===== src/rtl/hazard_ctrl.sv =====
// Pipeline sequencer: turns load-use hazards, execute-stage redirects and memory bus waits
// into registered per-stage stall/flush/enable controls and fetch PC redirects.
module hazard_ctrl #(
    parameter int                    AWIDTH      = 5,
    parameter int                    PC_WIDTH    = 32,
    parameter int                    MEM_TIMEOUT = 15,
    parameter int                    TO_WIDTH    = 4,
    parameter logic [PC_WIDTH-1:0]   TRAP_PC     = 32'h0000_0004
) (
    input  logic                hc_clk,
    input  logic                hc_rst,
    input  logic [AWIDTH-1:0]   hc_i_ds_rs1_addr,
    input  logic [AWIDTH-1:0]   hc_i_ds_rs2_addr,
    input  logic                hc_i_ds_read_reg,
    input  logic [AWIDTH-1:0]   hc_i_ex_rd_addr,
    input  logic                hc_i_ex_is_load,
    input  logic                hc_i_ex_valid,
    input  logic                hc_i_change_pc,
    input  logic [PC_WIDTH-1:0] hc_i_next_pc,
    input  logic                hc_i_me_cyc,
    input  logic                hc_i_me_ack,
    output logic                hc_o_fi_ce,
    output logic                hc_o_fi_stall,
    output logic                hc_o_ds_stall,
    output logic                hc_o_ex_stall,
    output logic                hc_o_me_stall,
    output logic                hc_o_ds_flush,
    output logic                hc_o_ex_flush,
    output logic                hc_o_pc_load,
    output logic [PC_WIDTH-1:0] hc_o_pc_value,
    output logic                hc_o_mem_err,
    output logic [1:0]          hc_o_state
);

    typedef enum logic [1:0] {
        RUN        = 2'd0,
        LOAD_STALL = 2'd1,
        MEM_WAIT   = 2'd2,
        FLUSH      = 2'd3
    } state_e;

    localparam logic [TO_WIDTH-1:0] TO_LIMIT = TO_WIDTH'(MEM_TIMEOUT);
    localparam logic [TO_WIDTH-1:0] TO_MAX   = '1;

    state_e                state_q, state_d;
    logic [TO_WIDTH-1:0]   to_cnt_q, to_cnt_d;
    logic [1:0]            fl_cnt_q, fl_cnt_d;
    logic [PC_WIDTH-1:0]   pc_value_q, pc_value_d;
    logic                  fi_ce_q, fi_ce_d;
    logic                  fi_stall_q, fi_stall_d;
    logic                  ds_stall_q, ds_stall_d;
    logic                  ex_stall_q, ex_stall_d;
    logic                  me_stall_q, me_stall_d;
    logic                  ds_flush_q, ds_flush_d;
    logic                  ex_flush_q, ex_flush_d;
    logic                  pc_load_q, pc_load_d;
    logic                  mem_err_q, mem_err_d;

    logic                  load_use;
    logic                  mem_wait_req;

    // A load in execute whose destination is read by decode needs one bubble; x0 never conflicts.
    assign load_use = hc_i_ex_valid && hc_i_ex_is_load && (hc_i_ex_rd_addr != '0) &&
                      hc_i_ds_read_reg &&
                      ((hc_i_ex_rd_addr == hc_i_ds_rs1_addr) ||
                       (hc_i_ex_rd_addr == hc_i_ds_rs2_addr));

    assign mem_wait_req = hc_i_me_cyc && !hc_i_me_ack;

    always_comb begin
        state_d    = state_q;
        to_cnt_d   = to_cnt_q;
        fl_cnt_d   = fl_cnt_q;
        pc_value_d = pc_value_q;
        pc_load_d  = 1'b0;
        mem_err_d  = 1'b0;

        case (state_q)
            RUN: begin
                if (mem_wait_req) begin
                    state_d  = MEM_WAIT;
                    to_cnt_d = TO_WIDTH'(1);
                end else if (hc_i_change_pc) begin
                    state_d    = FLUSH;
                    pc_value_d = hc_i_next_pc;
                    fl_cnt_d   = 2'd2;
                    pc_load_d  = 1'b1;
                end else if (load_use) begin
                    state_d = LOAD_STALL;
                end
            end

            LOAD_STALL: begin
                if (hc_i_change_pc) begin
                    state_d    = FLUSH;
                    pc_value_d = hc_i_next_pc;
                    fl_cnt_d   = 2'd2;
                    pc_load_d  = 1'b1;
                end else begin
                    state_d = RUN;
                end
            end

            // Redirect requests are ignored here; execute is held and re-presents them later.
            MEM_WAIT: begin
                if (hc_i_me_ack) begin
                    state_d  = RUN;
                    to_cnt_d = '0;
                end else if (to_cnt_q >= TO_LIMIT) begin
                    state_d    = FLUSH;
                    to_cnt_d   = '0;
                    pc_value_d = TRAP_PC;
                    fl_cnt_d   = 2'd2;
                    pc_load_d  = 1'b1;
                    mem_err_d  = 1'b1;
                end else if (to_cnt_q != TO_MAX) begin
                    to_cnt_d = to_cnt_q + 1'b1;
                end
            end

            FLUSH: begin
                if (fl_cnt_q <= 2'd1) begin
                    state_d  = RUN;
                    fl_cnt_d = 2'd0;
                end else begin
                    fl_cnt_d = fl_cnt_q - 2'd1;
                end
            end

            default: begin
                state_d = RUN;
            end
        endcase
    end

    // Output flops are loaded from the upcoming state so every control is a clean register.
    always_comb begin
        fi_ce_d    = 1'b1;
        fi_stall_d = (state_d == LOAD_STALL) || (state_d == MEM_WAIT);
        ds_stall_d = (state_d == LOAD_STALL) || (state_d == MEM_WAIT);
        ex_stall_d = (state_d == MEM_WAIT);
        me_stall_d = (state_d == MEM_WAIT);
        ds_flush_d = (state_d == FLUSH);
        ex_flush_d = (state_d == FLUSH) || (state_d == LOAD_STALL);
    end

    always_ff @(posedge hc_clk) begin
        if (hc_rst) begin
            state_q    <= RUN;
            to_cnt_q   <= '0;
            fl_cnt_q   <= '0;
            pc_value_q <= '0;
            fi_ce_q    <= 1'b0;
            fi_stall_q <= 1'b0;
            ds_stall_q <= 1'b0;
            ex_stall_q <= 1'b0;
            me_stall_q <= 1'b0;
            ds_flush_q <= 1'b0;
            ex_flush_q <= 1'b0;
            pc_load_q  <= 1'b0;
            mem_err_q  <= 1'b0;
        end else begin
            state_q    <= state_d;
            to_cnt_q   <= to_cnt_d;
            fl_cnt_q   <= fl_cnt_d;
            pc_value_q <= pc_value_d;
            fi_ce_q    <= fi_ce_d;
            fi_stall_q <= fi_stall_d;
            ds_stall_q <= ds_stall_d;
            ex_stall_q <= ex_stall_d;
            me_stall_q <= me_stall_d;
            ds_flush_q <= ds_flush_d;
            ex_flush_q <= ex_flush_d;
            pc_load_q  <= pc_load_d;
            mem_err_q  <= mem_err_d;
        end
    end

    assign hc_o_fi_ce    = fi_ce_q;
    assign hc_o_fi_stall = fi_stall_q;
    assign hc_o_ds_stall = ds_stall_q;
    assign hc_o_ex_stall = ex_stall_q;
    assign hc_o_me_stall = me_stall_q;
    assign hc_o_ds_flush = ds_flush_q;
    assign hc_o_ex_flush = ex_flush_q;
    assign hc_o_pc_load  = pc_load_q;
    assign hc_o_pc_value = pc_value_q;
    assign hc_o_mem_err  = mem_err_q;
    assign hc_o_state    = state_q;

endmodule


===== config.mk =====
export PLATFORM = sky130hd
export DESIGN_NAME = hazard_ctrl
export DESIGN_NICKNAME = d
export VERILOG_FILES = /design/src/rtl/hazard_ctrl.sv
export SDC_FILE = /design/constraint.sdc
export NUM_CORES = 1
export LEC_CHECK = 0
export ABC_AREA = 0
export CORE_UTILIZATION = 25
export DETAILED_ROUTE_END_ITERATION = 16
export PLACE_DENSITY = 0.64
export REMOVE_ABC_BUFFERS = 1
export SLEW_MARGIN = 20
export SYNTH_ARGS = -nofsm -noshare
export SYNTH_HDL_FRONTEND = slang
export SYNTH_SLANG_ARGS = --single-unit

===== constraint.sdc =====
create_clock -name hc_clk -period 2 [get_ports hc_clk]
set_input_delay 0.2 -clock hc_clk [delete_from_list [all_inputs] [get_ports hc_clk]]
set_output_delay 0.2 -clock hc_clk [all_outputs]
set_load 0.005 [all_outputs]

== After elaboration in Yosys (flattened, before gate mapping) ==
Index checks and enable logic that the tools add are counted.
Word-level totals
  output and inout port bits: 43
  logic and storage cells: 77
  bits of input ports: 55
  register bits after elaboration: 47
Cells by class
  reductions and logical operators: 17
  add/sub/neg operators: 2
  bitwise logic cells: 1
  equal/unequal tests: 14
  $lt $le $gt $ge: 2
  muxes and demuxes: 30
Operators with widths (number)
  32-bit 2-to-1 mux: 4
  32-bit one-hot mux with 3 select lines: 1
  2-bit 2-to-1 mux: 12
  4-bit 2-to-1 mux: 4
  2-bit one-hot mux with 4 select lines: 2
  5-bit == test: 2
  2-bit == test (second input constant): 4
  2-bit != test (second input constant): 4
  4-bit != test (second input constant): 2
  4-bit one-hot mux with 2 select lines: 1
  3-bit AND reduction: 2
  1-bit logical AND: 5
  1-bit 2-to-1 mux: 5
  5-bit nonzero test: 1
  4-bit by 1-bit adder with 4-bit output (second input constant): 1
  2-bit by 1-bit == test with 1-bit output (second input constant): 2
  4-bit >= comparator (second input constant): 1
  4-bit AND reduction: 1
  1-bit logical OR: 3
  1-bit one-hot mux with 3 select lines: 1
  3-bit nonzero test: 1
  2-bit by 1-bit <= comparator with 1-bit output (second input constant): 1
  2-bit zero test: 1
  2-bit nonzero test: 1
  other kinds (4): 4

== Longest topological paths before layout ==
  depth in word-level cells: 10
  mapped depth: 8
  gate-level depth less buffers: 8

== Worst setup path before layout ==
No wires, ideal clock.
  kind: register to register
  start: reg to_cnt_q[0]
  end: reg ds_flush_q (netlist: hc_o_ds_flush)
  path slack: 326 ps
  data arrival time: 1545 ps
  stages on the path, launching flop included: 8
  path buffers: 0
  library setup time: 129 ps
  path through: dfxtp_1 -> ha_1 -> and3_1 -> and2_1 -> o221ai_2 -> o22ai_1 -> ha_1 -> nor2b_1
On the way
  word-level cells in the longest chain between the ends: 5
Ends and longest elaborated chain
  from (decl): line 46  | logic [TO_WIDTH-1:0] to_cnt_q, to_cnt_d;
  from (signal assigned): line 164  | to_cnt_q <= to_cnt_d;
  4-bit >= comparator: line 109  | end else if (to_cnt_q >= TO_LIMIT) begin
  2-bit 2-to-1 mux: line 109
  2-bit 2-to-1 mux: line 106  | if (hc_i_me_ack) begin
  2-bit one-hot mux with 4 select lines: line 78  | case (state_q)
  net state_d[0]: line 45  | state_e state_q, state_d;
  2-bit == test: line 143  | ds_flush_d = (state_d == FLUSH);
  net ds_flush_d: line 54  | logic ds_flush_q, ds_flush_d;
  to (signal assigned): line 172  | ds_flush_q <= ds_flush_d;
  to (decl): line 54
The timed path passes the listed nets, and every way through them passes these cells.
A chain may end at the register's enable or synchronous reset.

== Final worst setup path ==
  start: reg state_q[0] (netlist: hc_o_state[0])
  end: reg me_stall_q (netlist: hc_o_me_stall)
On the way
  word-level cells in the longest chain between the ends: 5
  elaborated cells between the ends (all ways): 12
Ends and longest elaborated chain
  from (decl): line 45
  from (signal assigned): line 163  | state_q <= state_d;
  2-bit 2-to-1 mux: line 88  | end else if (load_use) begin
  2-bit 2-to-1 mux: line 83  | end else if (hc_i_change_pc) begin
  2-bit 2-to-1 mux: line 80  | if (mem_wait_req) begin
  2-bit one-hot mux with 4 select lines *: line 78
  2-bit == test *
  net ex_stall_d: line 52  | logic ex_stall_q, ex_stall_d;
  to (signal assigned): line 171  | me_stall_q <= me_stall_d;
  to (decl): line 53  | logic me_stall_q, me_stall_d;
Mark *: on every way through the listed nets, which the timed path passes. The rest lies on a longest branch.

==> results.sh <==
export IMPL_status="finished, final reports clean"
export IMPL_hold_viol=0
export IMPL_ios=98
export IMPL_cts_root_buf="clkbuf_8"
export IMPL_worstRegToRegCells=7
export IMPL_layout_nets=374
export IMPL_stdcell_count=415
export IMPL_dpl_cell_count=407
export IMPL_path_class="flop to flop"
export IMPL_grt_usage=0.133
export IMPL_diodes=0
export IMPL_ant_nets=0
export IMPL_irDropWorstVdd_mv=0.335
export IMPL_dieHeight_um=90.2
export IMPL_postCtsSetupBuffers=0
export IMPL_fillers=728
export IMPL_synthFlopType="dfxtp_1"
export IMPL_p_per_area_nw_per_um2=664
export IMPL_clock_sinks=47
export IMPL_synth_cells=210
export IMPL_critical_path_required_ns=2.18
export IMPL_cts_htree_levels=2
export IMPL_fmax_ghz=0.554
export IMPL_ctsResizeCount=0
export IMPL_drt_iter0_drc=68
export IMPL_hold_start="hc_rst"
export IMPL_synth_edf_count=0
export IMPL_setup_violations=0
export IMPL_clock_skew_ns=0.00851
export IMPL_ctsHoldBuffers=0
export IMPL_vias=1904
export IMPL_grt_antenna_before_repair=0
export IMPL_clk_path_buf_depth=2
export IMPL_cap_violations=0
export IMPL_multi_input_comb_area_um2=906
export IMPL_initial_core_util=0.264
export IMPL_clk_latency_ns=0.30
export IMPL_worstSetupEndpointType="flop"
export IMPL_area_delta_synth_final_pct=64.1
export IMPL_grt_max_degree=43
export IMPL_yosysUniqueCellTypes=34
export IMPL_clkTransAtPathRegs_ns=0.09
export IMPL_fin_ws_ns=0.195
export IMPL_finalCritPeriodShare=0.903
export IMPL_dp_slack_ns=0.00281
export IMPL_worstMarginPinSlew_ns=0.448
export IMPL_avgSynthCellArea_um2=9.25
export IMPL_synth_seq_cells=47
export IMPL_finalMaxSlewViolations=0
export IMPL_io_buffers=97
export IMPL_r2r_start="hc_o_state[0]"
export IMPL_seqCellArea_um2=941
export IMPL_drt_first_pass_iters=4
export IMPL_crit_fanout=11
export IMPL_wire_per_inst_um=12.7
export IMPL_hold_depth=2
export IMPL_reg2reg_slack_ns=0.19
export IMPL_p_leak_nw=1.21
export IMPL_cp_data_arrival_time_ns=1.98
export IMPL_yosysWarnings=0
export IMPL_drive_above_1_share=0.101
export IMPL_gp_congestion=0.771
export IMPL_slew_headroom=0.701
export IMPL_grt_pass1_wl_mm=8.95
export IMPL_cts_buffers=5
export IMPL_drt_wl_total_mm=5.26
export IMPL_fp_dieW_um=90.2
export IMPL_dpl_hpwl_mm=3.70
export IMPL_core_um2=7370
export IMPL_route_detailed_drc=0
export IMPL_cts_tree="done"
export IMPL_r2r_end="hc_o_me_stall"
export IMPL_hold_class="input port to flop"
export IMPL_synthArstFlopShare=0
export IMPL_period_needed_ns=1.81
export IMPL_avgViaCountPerCell=4.59
export IMPL_grt_pass1_vias=1908
export IMPL_dieArea_um2=8130
export IMPL_rows=31
export IMPL_synthesis_area_um2=1940
export IMPL_hold_path_endpoint="hc_o_fi_ce"
export IMPL_rsz0062_at_grt="no"
export IMPL_worst_setup_path_start_kind="flop"
export IMPL_synth_seq_area_share=0.484
export IMPL_grt_ovfl_total=0
export IMPL_post_route_util=0.433
==> worst max path at each step <==
stage,slack [ns],cells after the start,endpoint,startpoint
after floorplan,-0.04,3,hc_o_pc_value[2],hc_o_state[1]
after global placement,0.01,7,hc_o_ex_flush,hc_i_ex_rd_addr[3]
final,0.19,7,hc_o_me_stall,hc_o_state[0]
after CTS,0.18,7,hc_o_me_stall,hc_o_state[0]
after global routing,0.03,7,hc_o_me_stall,hc_o_state[0]
after detailed placement,0.003,7,hc_o_ex_flush,hc_i_ex_rd_addr[3]
==> report_power, final <==
group	leakage, nW	switching, W	total, W	internal [W]
combinational	0.788	0.000190	0.000492	0.000302
clock	0.0408	0.000344	0.000595	0.000250
sequential	0.385	0.0000364	0.00103	0.000996
total	1.21	0.000571	0.00212	0.00155
==> per-layer routing <==
metal	track usage	share of wire	vias to the layer above
met4	0.0336	0.0040	0
met3	0.0398	0.067	2
met2	0.226	0.48	66
met1	0.165	0.45	892
li1	-	-	944
met5	0	0	-
==> cells in the mapped netlist (4+ instances only) <==
master    count  area, um^2
buf_2         4        20.0
a22oi_1      33         248
a21oi_1       5        25.0
inv_1         4        15.0
clkbuf_1      4        15.0
nor2b_1       4        25.0
ha_1          4        50.1
buf_4         6        45.0
nor2_1       50         188
xor2_1       10        87.6
o21ai_0       7        35.0
dfxtp_1      47         941
==> final cells by class <==
class                           instances  area share
Clock inverter                          3     0.00745
Timing Repair Buffer                  113       0.348
Tap cell                               99      0.0388
Clock buffer                            5      0.0216
Sequential cell                        47       0.295
Multi-Input combinational cell        144       0.284
Inverter                                4     0.00471
==> cell families after synthesis <==
group,synth area share
XOR/XNOR,0.0451
AO/OA/AOI/OAI,0.203
buffers and inverters,0.0509
flip-flops,0.484
AND/OR/NAND/NOR,0.191
adder cells (fa/ha/maj),0.0258
==> through the flow <==
stage	total power (W)	hold slack [ns]	TNS, ns	cell area (um^2)
after floorplan	0.00122	0.267	-0.919	1860
after global placement	0.00154	0.458	0	3100
after detailed placement	0.00155	0.465	0	3100
after CTS	0.00216	0.144	0	3190
after global routing	0.00225	0.141	0	3190
final	0.00212	0.148	0	3190
==> placed cells by master, fill, tap and decap left out, types with 3 or more instances in the layout <==
| cell type | n |
|---|---|
| a21oi_1 | 5 |
| a22oi_1 | 33 |
| and3_1 | 3 |
| buf_4 | 14 |
| clkbuf_8 | 5 |
| clkdlybuf4s50_1 | 96 |
| dfxtp_1 | 47 |
| ha_1 | 4 |
| inv_1 | 4 |
| nand2_1 | 3 |
| nand3_1 | 3 |
| nor2_1 | 49 |
| nor2b_1 | 4 |
| nor3_1 | 3 |
| o21ai_0 | 7 |
| xor2_1 | 10 |
==> worst max-delay path: stages, from the launching register on <==
cell and delay [ns]:
dfxtp_1 0.61, nand3_1 0.20, o21ai_0 0.14, o221ai_2 0.12
buf_4 0.15, o22a_1 0.19, ha_1 0.17, nor2b_1 0.12
==> sequential cells by signal, summed over array words and instances (netlist names) <==
register,cells
fl_cnt_q,2
hc_o_fi_ce,1
to_cnt_q,4
hc_o_ex_flush,1
hc_o_ds_flush,1
hc_o_pc_load,1
hc_o_mem_err,1
hc_o_ds_stall,1
hc_o_pc_value,32
hc_o_state,2
hc_o_me_stall,1
No activity file was read; power rests on OpenSTA's default activity.
